**src/rtl/frame_buffer_reader.sv**
```systemverilog
// Raster-order read engine: scans the pixel RAM from address 0 and streams each word out over valid/ready.
// Define FRAME_BUFFER_READER_COORD_EN to carry per-pixel x/y tags on pixel_x_o/pixel_y_o.
module frame_buffer_reader #(
  parameter int COLUMNS    = 640,
  parameter int ROWS       = 480,
  parameter int DATA_WIDTH = 1
) (
  input  logic                               clk_i,
  input  logic                               reset_i,
  input  logic                               start_i,
  output logic [$clog2(COLUMNS*ROWS)-1:0]    ram_rd_address_o,
  output logic                               ram_rd_en_o,
  input  logic [DATA_WIDTH-1:0]              ram_rd_data_i,
  output logic [DATA_WIDTH-1:0]              pixel_data_o,
  output logic [$clog2(COLUMNS)-1:0]         pixel_x_o,
  output logic [$clog2(ROWS)-1:0]            pixel_y_o,
  output logic                               pixel_valid_o,
  input  logic                               pixel_ready_i,
  output logic                               busy_o,
  output logic                               frame_done_o
);

  localparam int AW = $clog2(COLUMNS*ROWS);
  localparam int XW = $clog2(COLUMNS);
  localparam int YW = $clog2(ROWS);
  localparam logic [XW-1:0] X_LAST = XW'(COLUMNS-1);
  localparam logic [YW-1:0] Y_LAST = YW'(ROWS-1);

  typedef enum logic [1:0] {IDLE, READ, DRAIN} state_t;

  state_t          state_reg, state_next;
  logic [AW-1:0]   addr_reg, addr_next;
  logic [XW-1:0]   x_reg, x_next;
  logic [YW-1:0]   y_reg, y_next;
  logic            outstanding_reg;
  logic            frame_done_reg, frame_done_next;
  logic [1:0]      count_reg;
  logic            rd_ptr_reg, wr_ptr_reg;
  logic            rd_en;
  logic            push, pop;
  logic [2:0]      credit;

  assign pixel_valid_o = (count_reg != 2'd0);
  assign pop           = pixel_valid_o && pixel_ready_i;
  // Data for a read arrives exactly one cycle after issue, so the outstanding flag is the push strobe.
  assign push          = outstanding_reg;
  assign credit        = {1'b0, count_reg} + {2'b0, outstanding_reg} - {2'b0, pop};

  assign ram_rd_address_o = addr_reg;
  assign ram_rd_en_o      = rd_en;
  assign busy_o           = (state_reg != IDLE);
  assign frame_done_o     = frame_done_reg;

  always_comb begin
    state_next      = state_reg;
    addr_next       = addr_reg;
    x_next          = x_reg;
    y_next          = y_reg;
    frame_done_next = 1'b0;
    rd_en           = 1'b0;
    case (state_reg)
      IDLE: begin
        if (start_i) begin
          state_next = READ;
          addr_next  = '0;
          x_next     = '0;
          y_next     = '0;
        end
      end
      READ: begin
        if (credit < 3'd2) begin
          rd_en = 1'b1;
          if (x_reg == X_LAST && y_reg == Y_LAST) begin
            state_next = DRAIN;
          end else begin
            addr_next = addr_reg + AW'(1);
            if (x_reg == X_LAST) begin
              x_next = '0;
              y_next = y_reg + YW'(1);
            end else begin
              x_next = x_reg + XW'(1);
            end
          end
        end
      end
      DRAIN: begin
        // Leave on the edge where the last word is handed over, so done and !busy appear together.
        if (!outstanding_reg && (count_reg == 2'd0 || (count_reg == 2'd1 && pop))) begin
          state_next      = IDLE;
          frame_done_next = 1'b1;
        end
      end
      default: state_next = IDLE;
    endcase
  end

  always_ff @(posedge clk_i or posedge reset_i) begin
    if (reset_i) begin
      state_reg       <= IDLE;
      addr_reg        <= '0;
      x_reg           <= '0;
      y_reg           <= '0;
      outstanding_reg <= 1'b0;
      frame_done_reg  <= 1'b0;
      count_reg       <= 2'd0;
      rd_ptr_reg      <= 1'b0;
      wr_ptr_reg      <= 1'b0;
    end else begin
      state_reg       <= state_next;
      addr_reg        <= addr_next;
      x_reg           <= x_next;
      y_reg           <= y_next;
      outstanding_reg <= rd_en;
      frame_done_reg  <= frame_done_next;
      count_reg       <= count_reg + {1'b0, push} - {1'b0, pop};
      if (push) wr_ptr_reg <= ~wr_ptr_reg;
      if (pop)  rd_ptr_reg <= ~rd_ptr_reg;
    end
  end

`ifdef FRAME_BUFFER_READER_COORD_EN
  logic [XW-1:0] tag_x_reg;
  logic [YW-1:0] tag_y_reg;

  // Counters have already moved on when the data returns, so latch the issued coordinates.
  always_ff @(posedge clk_i or posedge reset_i) begin
    if (reset_i) begin
      tag_x_reg <= '0;
      tag_y_reg <= '0;
    end else if (rd_en) begin
      tag_x_reg <= x_reg;
      tag_y_reg <= y_reg;
    end
  end
`endif

  genvar gi;
  generate
    for (gi = 0; gi < 2; gi++) begin : g_entry
      logic [DATA_WIDTH-1:0] data_q;
`ifdef FRAME_BUFFER_READER_COORD_EN
      logic [XW-1:0] x_q;
      logic [YW-1:0] y_q;
`endif
      always_ff @(posedge clk_i or posedge reset_i) begin
        if (reset_i) begin
          data_q <= '0;
`ifdef FRAME_BUFFER_READER_COORD_EN
          x_q    <= '0;
          y_q    <= '0;
`endif
        end else if (push && wr_ptr_reg == 1'(gi)) begin
          data_q <= ram_rd_data_i;
`ifdef FRAME_BUFFER_READER_COORD_EN
          x_q    <= tag_x_reg;
          y_q    <= tag_y_reg;
`endif
        end
      end
    end
  endgenerate

  assign pixel_data_o = rd_ptr_reg ? g_entry[1].data_q : g_entry[0].data_q;
`ifdef FRAME_BUFFER_READER_COORD_EN
  assign pixel_x_o = rd_ptr_reg ? g_entry[1].x_q : g_entry[0].x_q;
  assign pixel_y_o = rd_ptr_reg ? g_entry[1].y_q : g_entry[0].y_q;
`else
  assign pixel_x_o = '0;
  assign pixel_y_o = '0;
`endif

endmodule

```
**config.mk**
```make
export PLATFORM = sky130hd
export DESIGN_NAME = frame_buffer_reader
export DESIGN_NICKNAME = d
export VERILOG_FILES = /design/src/rtl/frame_buffer_reader.sv
export SDC_FILE = /design/constraint.sdc
export NUM_CORES = 1
export LEC_CHECK = 0
export ABC_AREA = 1
export ABC_CLOCK_PERIOD_IN_PS = 6210
export CAP_MARGIN = 20
export CORE_ASPECT_RATIO = 0.7
export CORE_MARGIN = 1.5
export CORE_UTILIZATION = 35
export DETAILED_ROUTE_END_ITERATION = 8
export SETUP_SLACK_MARGIN = 0.02
export SLEW_MARGIN = 25
export SYNTH_ARGS = -nofsm -noshare
export SYNTH_HDL_FRONTEND = slang
export SYNTH_SLANG_ARGS = --single-unit
```
**constraint.sdc**
```tcl
create_clock -name clk_i -period 6.21 [get_ports clk_i]
set_input_delay 1.863 -clock clk_i [delete_from_list [all_inputs] [get_ports clk_i]]
set_output_delay 1.863 -clock clk_i [all_outputs]
set_load 0.03 [all_outputs]
```
* Word-level counts from Yosys, hierarchy flattened
Index checks and enable logic that the tools add are counted.
Word-level totals: input port bits 5, flip-flop bits (word level) 48, output and inout port bits 43, logic and storage cells 72
Cells by class: bitwise gates (word level) 2, muxes and demuxes 24, eq/ne operators 11, order comparisons 1, add/sub/neg operators 7, reduce and logical (&&, ||, !) cells 16
Operators with widths (count):
- 19-bit 2-to-1 mux | 3
- 10-bit 2-to-1 mux | 4
- 19-bit one-hot mux with 2 select lines | 1
- 9-bit 2-to-1 mux | 4
- 10-bit one-hot mux with 2 select lines | 1
- 19-bit by 1-bit adder with 19-bit output (second input constant) | 1
- 9-bit one-hot mux with 2 select lines | 1
- 2-bit inequality test (second input constant) | 6
- 10-bit by 1-bit adder with 10-bit output (second input constant) | 1
- 10-bit == test (second input constant) | 1
- 9-bit by 1-bit adder with 9-bit output (second input constant) | 1
- 9-bit == test (second input constant) | 1
- 2-bit 2-to-1 mux | 4
- 4-bit AND reduction | 2
- 1-bit logical AND | 6
- 2-bit one-hot mux with 3 select lines | 1
- 2-bit nonzero test | 3
- 1-bit 2-to-1 mux | 5
- 5-bit AND reduction | 1
- 2-bit by 1-bit == test with 1-bit output (second input constant) | 2
- 2-bit zero test | 2
- 2-bit by 1-bit adder with 3-bit output | 1
- 3-bit by 2-bit less-than comparator with 1-bit output (second input constant) | 1
- 3-bit by 1-bit subtractor with 3-bit output | 1
- other kinds (6) | 7

* Depth between registers and ports, before layout
Gate-level depths: netlist (run 1).
depth after elaboration 7, gate-level depth with buffers 18, mapped depth without buffers 18

* Worst setup path before layout (run 1)
OpenSTA, ideal clock, no wires.
kind input-to-output, start point input port pixel_ready_i, end point output port ram_rd_en_o, arrival time 3.518 ns, required time 4.347 ns, stages on the path 9, slack 0.829 ns, cells stage by stage nand2_1 > inv_1 > ha_1 > inv_1 > ha_1 > fa_1 > inv_1 > nand3_1 > nor2_1
Between the ends: word-level cells in the longest chain between the ends 5
Ends and longest elaborated chain:
- from (decl) | RTL line 18 | input logic pixel_ready_i,
- 1-bit logical AND | RTL line 44 | assign pop = pixel_valid_o && pixel_ready_i;
- net pop | RTL line 40 | logic push, pop;
- 3-bit by 1-bit subtractor with 3-bit output | RTL line 47 | assign credit = {1'b0, count_reg} + {2'b0, outstanding_reg} - {2'b0, pop};
- net credit[1] | RTL line 41 | logic [2:0] credit;
- 3-bit by 2-bit less-than comparator with 1-bit output | RTL line 71 | if (credit < 3'd2) begin
- 1-bit 2-to-1 mux | RTL line 71
- 1-bit 2-to-1 mux | RTL line 61 | case (state_reg)
- to (decl) | RTL line 12 | output logic ram_rd_en_o,
The timed path passes the listed nets, and every way through them passes these cells.

* Worst setup path after layout (run 1)
Same ends and word-level chain as after synthesis.

==> metrics.md, run 1 <==
| Metric | Value |
|---|---|
| WL final | `6.74 mm` |
| Peak clock frequency supported by timing | `0.173 GHz` |
| Maximum capacitance violations | `0` |
| Number of setup violations in the final report | `0` |
| Hold-fix buffers at CTS | `0` |
| Maximum count of clock buffers along a single path | `2` |
| Final GP Congestion | `0.842` |
| DRT iter0 DRCs | `around 160` |
| Post-layout min period | `5.77 ns` |
| Post-Synthesis Cells | `427` |
| Final period util | `0.929` |
| Average cell area after synthesis | `~7.3 sq um` |
| Floorplan die area | `0.00955 sq mm` |
| Outcome | `complete, no violations` |
| Unrepaired setup endpoints after global routing | `no` |
| Overall track demand over capacity in global routing | `0.152` |
| Post-Syn Area | `0.00314 sq mm` |
| Critical path launch point type | `input port` |
| Number of pins with negative max-slew slack in the final report | `0` |
| Tightest slew margin relative to the limit | `0.440` |
| Measured slew at the worst slew-check pin | `0.840 ns` |
| Routed WL per cell | `11.8 microns` |
| Synthesized flop and latch total | `48` |
| Crit. End Element | `output pin` |
| Most common cell after layout, fill and taps aside | `sky130_fd_sc_hd__nand2_1` |
| Clock transition at the registers of the reported paths | `~0.060 ns` |
| Fill cell instance count of the final layout | `892` |
| Die height | `82.2 microns` |
| TritonCTS clock tree | `built` |
| Vias in the first global route | `2371` |
| Number of flip-flops under the largest register name | `19` |
| Worst path required time | `4.35 ns` |
| Setup TNS Final | `0 ns` |
| Via total after detailed routing | `2615` |
| Area Growth Syn to Fin | `13.2%` |
| H-tree lvl count | `2` |
| Layout cells sized above 1 | `0.0839` |
| Core region area | `between 0.008 and 0.009 sq mm` |
| Commonest cells after routing, fill and taps aside | `129 x sky130_fd_sc_hd__nand2_1, 48 x sky130_fd_sc_hd__dfrtp_1, 45 x sky130_fd_sc_hd__nor2_1` |
| TritonRoute pass-1 iters | `4` |
| Leakage Power | `~1.7 nW` |
| Worst Path Class, Setup | `input port to output pin` |
| Effective utilization at floorplan | `0.365` |
| Worst hold path type | `flip-flop to flip-flop` |
| CP max FO | `2` |
| Arrival time at the worst endpoint | `about 3.9 ns` |
| Number of gates resized after CTS | `0` |
| DR DRC count | `0` |
| Number of warnings printed during yosys synthesis | `0` |
| Clk Tree Root Cell | `sky130_fd_sc_hd__clkbuf_16` |
| Antenna Nets Post-Route | `0` |
| Area used by sequential logic in the layout | `0.00120 sq mm` |
| Grt ovf | `0` |
| Sequential fraction of the synthesis area | `0.383` |
| Number of different library cells in the post-synthesis netlist | `38` |
| Critical path launch point | `pixel_ready_i` |
| ANT cells | `0` |
| Pin count of the biggest net entering global routing | `slightly below 50` |
| Clock tree sinks | `48` |
| Startpoint of the lowest-slack register-to-register path | `count_reg[1]` |
| Layout Utilization | `0.414` |
| Number of setup buffers added after CTS | `0` |
| PD cells | `359 mW/mm^2` |
| Width of the die | `roughly 120 microns` |
| Hold Fails Final Rpt | `0` |
| DP HPWL | `between 4 and 5 mm` |
| VDD IR-drop max | `0.208 mV` |
| Antenna violations before repair | `0` |
| Multi-input gate area | `0.00159 sq mm` |
| Boundary Pins | `48` |
| First-pass GRT wire length | `11.4 mm` |
| Placement row count | `28` |
| Number of port buffers | `28` |
| Average via count per standard cell | `between 4 and 5` |
| Clk Latency, worst-skew pair | `0.29 ns` |
| Clock buffers created by TritonCTS | `5` |
| Worst hold start | `rd_ptr_reg` |
| Fin nets | `463` |
| Worst clock skew on the final layout | `0.00750 ns` |
## metal layers
metal  vias up  track usage  wire [microns]
li1       1367            -               -
met1      1192        0.228            3720
met5         -            0               0
met2        52        0.222            2670
met3         4       0.0380             303
met4         0       0.0256              38
## logic make-up after synthesis
| family | share of synthesized area |
|---|---|
| AO/OA/AOI/OAI | 0.0842 |
| adder cells (fa/ha/maj) | 0.0263 |
| buffers and inverters | 0.133 |
| XOR/XNOR | 0.0335 |
| AND/OR/NAND/NOR | 0.335 |
| multiplexers | 0.00359 |
| other | 0.00120 |
| flip-flops | 0.383 |
## report_power, final
part           switching [mW]  leakage, nW  total [mW]  internal (mW)
sequential             0.0646        0.628       0.440          0.375
clock                   0.119       0.0681       0.270          0.151
combinational           0.388        0.985       0.564          0.176
total                   0.571         1.68        1.27          0.702
## synthesized netlist by cell type (all sizes together)
| cell | count | share of area |
|---|---|---|
| fa | 1 | 0.0064 |
| o211ai | 1 | 0.0024 |
| o21ai | 32 | 0.063 |
| a21boi | 1 | 0.0024 |
| mux2 | 1 | 0.0036 |
| nand4 | 12 | 0.024 |
| nand3b | 2 | 0.0048 |
| nand2 | 133 | 0.16 |
| buf | 27 | 0.072 |
| a21oi | 2 | 0.0044 |
| a41oi | 1 | 0.0028 |
| a31oi | 1 | 0.0020 |
| conb | 1 | 0.0012 |
| dfrtp | 48 | 0.38 |
| nor3 | 3 | 0.0048 |
| clkbuf | 2 | 0.0024 |
| nor2 | 50 | 0.067 |
| inv | 49 | 0.059 |
| nand3 | 36 | 0.063 |
| ha | 5 | 0.020 |
| o21bai | 3 | 0.0072 |
| xor2 | 11 | 0.031 |
| xnor2 | 1 | 0.0028 |
| and2 | 2 | 0.0040 |
| or2 | 2 | 0.0040 |
## worst max-delay path: stages
cell	delay, ns
sky130_fd_sc_hd__clkdlybuf4s50_1	0.43
sky130_fd_sc_hd__nand2_1	0.11
sky130_fd_sc_hd__inv_1	0.05
sky130_fd_sc_hd__ha_1	0.27
sky130_fd_sc_hd__inv_1	0.04
sky130_fd_sc_hd__ha_1	0.19
sky130_fd_sc_hd__fa_1	0.47
sky130_fd_sc_hd__inv_1	0.07
sky130_fd_sc_hd__nand3_1	0.10
sky130_fd_sc_hd__nor2_1	0.14
sky130_fd_sc_hd__buf_4	0.18
## final timing paths
kind,end,slack (ns),cells past startpoint
min in group asynchronous,frame_done_o,2.01,2
max in group asynchronous,ram_rd_address_o[15],3.78,2
worst max-delay path,ram_rd_en_o,0.44,11
worst max register to register,ram_rd_address_o[18],3.24,16
worst min-delay path,rd_ptr_reg,0.49,1
worst min register to register,rd_ptr_reg,0.49,1
## through the flow
step	std cells	hold slack, ns	setup WS (ns)	instance area [sq um]	total power, mW
after floorplan	445	0.449	0.829	3200	0.929
after global placement	565	0.469	0.485	3410	0.998
after detailed placement	565	0.481	0.416	3410	1.01
after CTS	573	0.497	0.423	3550	1.29
after global routing	573	0.525	0.287	3550	1.38
final	573	0.491	0.442	3550	1.27
## layout make-up
| type | instances | share of cell area |
|---|---|---|
| multi-input combinational | 319 | 0.447 |
| clock buffer | 7 | 0.0374 |
| tap | 120 | 0.0423 |
| sequential | 48 | 0.338 |
| timing repair buffer | 29 | 0.0803 |
| inverter | 49 | 0.0525 |
| clock inverter | 1 | 0.00247 |
Power figures use the tool's default switching activity.
==> run 2: changes to the inputs <==
- CAP_MARGIN: 20 -> default
- SLEW_MARGIN: 25 -> 20
==> metrics.md, run 2 (same netlist as run 1, synthesis figures left out) <==
| Metric | Value |
|---|---|
| Outcome | `complete, no violations` |
| Clock tree sinks | `48 (unchanged)` |
| Worst hold path type | `flip-flop to flip-flop` |
| DRT iter0 DRCs | `155 (-0.64%)` |
| Share of power burned in combinational logic | `0.431 (-0.012)` |
| Crit. End Element | `output pin` |
| ANT cells | `0 (unchanged)` |
| Number of setup buffers added after CTS | `0 (unchanged)` |
| Number of flip-flops under the largest register name | `19 (unchanged)` |
| Maximum count of clock buffers along a single path | `2 (unchanged)` |
| Peak clock frequency supported by timing | `0.174 GHz (+0.15%)` |
| Overall track demand over capacity in global routing | `0.155 (+0.00332)` |
| Grt ovf | `0 (unchanged)` |
| Layout Utilization | `0.415 (+0.00146)` |
| Effective utilization at floorplan | `0.365 (unchanged)` |
| Critical-path top delay cell | `sky130_fd_sc_hd__fa_1` |
| Fin nets | `463 (unchanged)` |
| Die height | `82.2 microns (unchanged)` |
| VDD IR-drop max | `0.176 mV (-15%)` |
| PD cells | `366 mW/mm^2 (+2.2%)` |
| P_sw | `569 uW (-0.41%)` |
| TritonCTS clock tree | `built` |
| Tightest slew margin relative to the limit | `0.421 (-0.0194)` |
| Setup TNS Final | `0 ns (unchanged)` |
| Measured slew at the worst slew-check pin | `0.868 ns (+0.0281 ns)` |
| DP HPWL | `4.72 mm (+0.14%)` |
| Share of total power in the clock network | `0.232 (+0.020)` |
| Floorplan die area | `0.00955 sq mm (unchanged)` |
| Total Power | `1.31 mW (+2.6%)` |
| Placement row count | `28 (unchanged)` |
| First-pass GRT wire length | `11.5 mm (+0.30%)` |
| Commonest cells after routing, fill and taps aside | `129 x sky130_fd_sc_hd__nand2_1, 48 x sky130_fd_sc_hd__dfrtp_1, 45 x sky130_fd_sc_hd__nor2_1` |
| Worst clock skew on the final layout | `0.00697 ns (-0.000526 ns)` |
| Worst path required time | `4.35 ns (about the same)` |
| Antenna Nets Post-Route | `0 (unchanged)` |
| Ordered cell list for the critical path | `clkdlybuf4s50_1 > nand2_1 > inv_1 > ha_1 > inv_1 > ha_1 > fa_1 > inv_1 > nand3_1 > nor2_1 > buf_4` |
| Clock transition at the registers of the reported paths | `0.06 ns (about the same)` |
| Antenna violations before repair | `0 (unchanged)` |
| Clock buffers created by TritonCTS | `5 (unchanged)` |
| Unrepaired setup endpoints after global routing | `no` |
| Number of pins with negative max-slew slack in the final report | `0 (unchanged)` |
| Number of port buffers | `28 (unchanged)` |
| Hold Fails Final Rpt | `0 (unchanged)` |
| Layout cells sized above 1 | `0.0843 (+0.000372)` |
| Arrival time at the worst endpoint | `3.90 ns (about the same)` |
| Clk Tree Root Cell | `sky130_fd_sc_hd__clkbuf_16` |
| Width of the die | `116 microns (unchanged)` |
| Worst path most repeated cell | `sky130_fd_sc_hd__inv_1` |
| Fraction of power consumed by sequential logic | `0.336 (-0.009)` |
| DR DRC count | `0 (unchanged)` |
| Number of gates resized after CTS | `0 (unchanged)` |
| Vias in the first global route | `2410 (+1.6%)` |
| Core region area | `0.00858 sq mm (unchanged)` |
| Via total after detailed routing | `2630 (+0.57%)` |
| Critical path launch point type | `input port` |
| Hold-fix buffers at CTS | `0 (unchanged)` |
| Routed WL per cell | `11.9 microns (+1.1%)` |
| Number of buffers and inverters on the critical path | `5 (unchanged)` |
| CP max FO | `2 (unchanged)` |
| Fill cell instance count of the final layout | `876 (-1.8%)` |
| Average via count per standard cell | `4.61 (+0.93%)` |
| Maximum capacitance violations | `0 (unchanged)` |
| Gate family responsible for the most delay along the worst path | `adder cells` |
| Boundary Pins | `48 (unchanged)` |
| Most common cell after layout, fill and taps aside | `sky130_fd_sc_hd__nand2_1` |
| Pin count of the biggest net entering global routing | `49 (unchanged)` |
| Delay contributed by the slowest stage of the critical path | `0.47 ns (about the same)` |
| TritonRoute pass-1 iters | `5 (+1)` |
| Final GP Congestion | `0.842 (unchanged)` |
| Clk Latency, worst-skew pair | `0.29 ns (about the same)` |
| Switching share of power | `0.436 (-0.0130)` |
| Post-layout min period | `5.76 ns (-0.00864 ns)` |
| Leakage Power | `1.69 nW (+0.42%)` |
| Int Pwr | `737 uW (+5.0%)` |
| Number of setup violations in the final report | `0 (unchanged)` |
| H-tree lvl count | `2 (unchanged)` |
| Final period util | `0.927 (-0.00139)` |
| Area Growth Syn to Fin | `13.6%` |
| Worst Path Class, Setup | `input port to output pin` |
| WL final | `6.79 mm (+0.77%)` |
## run 2: cell count changes in the layout (fill, tap and decap cells not counted), sizes merged
cell	change
clkbuf	-2
bufinv	+1
inv	-1
## run 2: worst register-to-register path, cell delays in order (launching register included)
cell                      delay [ns]
sky130_fd_sc_hd__dfrtp_1        0.39
sky130_fd_sc_hd__inv_2          0.09
sky130_fd_sc_hd__nand2_1        0.08
sky130_fd_sc_hd__nand2_1        0.09
sky130_fd_sc_hd__inv_1          0.05
sky130_fd_sc_hd__ha_1           0.26
sky130_fd_sc_hd__inv_1          0.04
sky130_fd_sc_hd__ha_1           0.19
sky130_fd_sc_hd__fa_1           0.47
sky130_fd_sc_hd__inv_1          0.07
sky130_fd_sc_hd__nand3_1        0.10
sky130_fd_sc_hd__nand2_2        0.09
sky130_fd_sc_hd__nand3_1        0.09
sky130_fd_sc_hd__a21oi_2        0.64
sky130_fd_sc_hd__nand2_1        0.10
sky130_fd_sc_hd__nand2_1        0.10
sky130_fd_sc_hd__inv_1          0.04
## run 2: layout make-up
class / instances / area (sq um) / share of cell area
clock inverters: 1 / 30.0 / 0.00843
well taps: 120 / 150 / 0.0421
flip-flops and latches: 48 / 1200 / 0.337
inverters: 49 / 185 / 0.0520
multi-input cells: 319 / 1590 / 0.445
clock buffers: 5 / 125 / 0.0351
repair buffers: 29 / 285 / 0.0801
## run 2: path summary, 6_finish.rpt
path / startpoint / to / slack (ns) / cells past startpoint
setup reg to reg: count_reg[1] / ram_rd_address_o[18] / 3.23 / 16
hold reg to reg: rd_ptr_reg / rd_ptr_reg / 0.49 / 1
max in group asynchronous: reset_i / ram_rd_address_o[15] / 3.64 / 2
hold / removal: rd_ptr_reg / rd_ptr_reg / 0.49 / 1
setup / recovery: pixel_ready_i / ram_rd_en_o / 0.45 / 11
min in group asynchronous: reset_i / x_reg[8] / 2.06 / 2
## run 2: stage by stage
stage	area, sq um	cells	worst slack (ns)	hold WS (ns)
2_1_floorplan	3200	445	0.829	0.449
3_3_place_gp	3410	565	0.485	0.469
3_5_place_dp	3410	565	0.426	0.486
4_1_cts	3560	571	0.433	0.500
5_1_grt	3560	571	0.291	0.529
6_report	3560	571	0.451	0.495
## run 2: layer usage
metal / share of wire / GRT usage
met5: 0 / 0
met4: 0.0069 / 0.0366
met3: 0.062 / 0.0460
met2: 0.41 / 0.230
met1: 0.52 / 0.222
## run 2: power by group through the flow
stage               combinational [mW]  clock, mW  sequential (mW)
finish                           0.563      0.303            0.439
global route                     0.635      0.330            0.449
CTS                              0.571      0.312            0.439
detailed placement               0.569          0            0.442
global placement                 0.555          0            0.443
floorplan                        0.471          0            0.459
==> run 3: changes to the inputs <==
- CAP_MARGIN: default -> 20
- CORE_MARGIN: 1.5 -> default
==> metrics.md, run 3 (same netlist as run 1, synthesis figures left out) <==
| Metric | Value |
|---|---|
| Outcome | `complete, no violations` |
| Final GP Congestion | `0.798 (-5.2%)` |
| Number of port buffers | `28 (unchanged)` |
| Fill cell instance count of the final layout | `882 (+0.68%)` |
| Grt ovf | `0 (unchanged)` |
| Setup TNS Final | `0 ns (unchanged)` |
| Unrepaired setup endpoints after global routing | `no` |
| Register-to-Register Setup Slack | `3.20 ns (-0.03 ns)` |
| Final period util | `0.930 (+0.00296)` |
| Measured slew at the worst slew-check pin | `0.863 ns (-0.00516 ns)` |
| ANT cells | `0 (unchanged)` |
| Effective utilization at floorplan | `0.365 (unchanged)` |
| WL final | `6.71 mm (-1.2%)` |
| Maximum capacitance violations | `0 (unchanged)` |
| VDD IR-drop max | `0.221 mV (+25%)` |
| First-pass GRT wire length | `11.7 mm (+1.5%)` |
| Number of setup buffers added after CTS | `0 (unchanged)` |
| Width of the die | `115 microns (-0.86%)` |
| Place WS | `0.420 ns (-0.00667 ns)` |
| Vias in the first global route | `2430 (+0.83%)` |
| Worst hold path type | `flip-flop to flip-flop` |
| TritonRoute pass-1 iters | `4 (-1)` |
| Hold Fails Final Rpt | `0 (unchanged)` |
| Number of setup violations in the final report | `0 (unchanged)` |
| Overall track demand over capacity in global routing | `0.161 (+0.00585)` |
| Die height | `81.2 microns (-1.2%)` |
| Total Power | `1.34 mW (+2.6%)` |
| Hold-fix buffers at CTS | `0 (unchanged)` |
| Boundary Pins | `48 (unchanged)` |
| Worst clock skew on the final layout | `0.00327 ns (-0.00371 ns)` |
| Floorplan die area | `0.00935 sq mm (-2.1%)` |
| Arrival time at the worst endpoint | `3.91 ns (about the same)` |
| Area Growth Syn to Fin | `14.5%` |
| Number of gates resized after CTS | `0 (unchanged)` |
| Via total after detailed routing | `2652 (+0.84%)` |
| Worst Reg2Reg Path Length in Cells | `16 (unchanged)` |
| Number of pins with negative max-slew slack in the final report | `0 (unchanged)` |
| Crit. End Element | `output pin` |
| Layout cells sized above 1 | `0.0883 (+0.00404)` |
| Startpoint of the lowest-slack register-to-register path | `count_reg[1]` |
| Critical path launch point type | `input port` |
| DP HPWL | `4.67 mm (-1.1%)` |
| Clock transition at the registers of the reported paths | `0.06 ns (about the same)` |
| Critical path launch point | `pixel_ready_i` |
| Clock buffers created by TritonCTS | `5 (unchanged)` |
| Capturing element of the worst setup path | `ram_rd_en_o` |
| Pin count of the biggest net entering global routing | `49 (unchanged)` |
| DRT iter0 DRCs | `159 (+2.6%)` |
| Most common cell after layout, fill and taps aside | `sky130_fd_sc_hd__nand2_1` |
| PD cells | `373 mW/mm^2 (+1.8%)` |
| Antenna Nets Post-Route | `0 (unchanged)` |
| DR DRC count | `0 (unchanged)` |
| Reg-to-reg endpoint | `ram_rd_address_o[17]` |
| Fin nets | `463 (unchanged)` |
| CP max FO | `2 (unchanged)` |
| Worst Path Class, Setup | `input port to output pin` |
| Core region area | `0.00858 sq mm (unchanged)` |
| Peak clock frequency supported by timing | `0.173 GHz (-0.32%)` |
| Worst path required time | `4.35 ns (about the same)` |
| Post-layout min period | `5.78 ns (+0.0184 ns)` |
| Antenna violations before repair | `0 (unchanged)` |
| TritonCTS clock tree | `built` |
| Clk Latency, worst-skew pair | `0.29 ns (about the same)` |
| Clock tree sinks | `48 (unchanged)` |
| Tightest slew margin relative to the limit | `0.424 (+0.00344)` |
| Maximum count of clock buffers along a single path | `2 (unchanged)` |
| Leakage Power | `1.70 nW (+0.85%)` |
| H-tree lvl count | `2 (unchanged)` |
| Number of flip-flops under the largest register name | `19 (unchanged)` |
| Final worst slack | `0.433 ns (-0.0184 ns)` |
| Routed WL per cell | `11.7 microns (-1.5%)` |
| Commonest cells after routing, fill and taps aside | `129 x sky130_fd_sc_hd__nand2_1, 48 x sky130_fd_sc_hd__dfrtp_1, 45 x sky130_fd_sc_hd__nor2_1` |
| Placement row count | `28 (unchanged)` |
| Average via count per standard cell | `4.63 (+0.48%)` |
| Clk Tree Root Cell | `sky130_fd_sc_hd__clkbuf_16` |
[run 3: metal layers]
layer,share of wire,routed length (microns),global-route usage,vias to the layer above
met5,0,0,0,-
met4,0.0091,61,0.0429,0
met3,0.052,347,0.0358,7
met2,0.41,2720,0.238,58
met1,0.53,3580,0.235,1214
li1,-,-,-,1373
[run 3: how the worst min path moves through the flow]
stage | startpoint | endpoint | slack (ns) | cells past startpoint
2_1_floorplan | g_entry[0].data_q | g_entry[0].data_q | 0.45 | 2
3_3_place_gp | g_entry[0].data_q | g_entry[0].data_q | 0.47 | 2
3_5_place_dp | rd_ptr_reg | rd_ptr_reg | 0.48 | 1
4_1_cts | rd_ptr_reg | rd_ptr_reg | 0.49 | 1
5_1_grt | rd_ptr_reg | rd_ptr_reg | 0.50 | 1
6_report | rd_ptr_reg | rd_ptr_reg | 0.48 | 1
[run 3: stage by stage]
| step | area (sq um) | std cells | hold WS, ns | utilization |
|---|---|---|---|---|
| final | 3590 | 573 | 0.484 | 0.418 |
| after global routing | 3590 | 573 | 0.505 | 0.418 |
| after CTS | 3590 | 573 | 0.487 | 0.418 |
| after detailed placement | 3410 | 565 | 0.478 | 0.397 |
| after global placement | 3410 | 565 | 0.468 | 0.397 |
| after floorplan | 3200 | 445 | 0.449 | - |
[run 3: worst max-delay path: stages]
cell and delay [ns]:
sky130_fd_sc_hd__clkdlybuf4s50_1 0.43, sky130_fd_sc_hd__nand2_1 0.11, sky130_fd_sc_hd__inv_1 0.05, sky130_fd_sc_hd__ha_1 0.26, sky130_fd_sc_hd__inv_1 0.03, sky130_fd_sc_hd__ha_1 0.19, sky130_fd_sc_hd__fa_1 0.48, sky130_fd_sc_hd__inv_1 0.07
sky130_fd_sc_hd__nand3_1 0.10, sky130_fd_sc_hd__nor2_1 0.15, sky130_fd_sc_hd__buf_4 0.18
[run 3: final cells by class]
| cell class | count | area, sq um | area share |
|---|---|---|---|
| sequential | 48 | 1200 | 0.334 |
| tap | 120 | 150 | 0.0418 |
| inverter | 49 | 185 | 0.0516 |
| clock buffer | 7 | 153 | 0.0425 |
| clock inverter | 1 | 30.0 | 0.00836 |
| timing repair buffer | 29 | 285 | 0.0794 |
| multi-input combinational | 319 | 1590 | 0.442 |
[run 3: power breakdown]
group / total [mW] / switching [mW] / internal, mW / leakage [nW]
clock: 0.332 / 0.120 / 0.212 / 0.0901
combinational: 0.567 / 0.390 / 0.177 / 0.984
sequential: 0.440 / 0.0653 / 0.375 / 0.628
total: 1.34 / 0.576 / 0.764 / 1.70
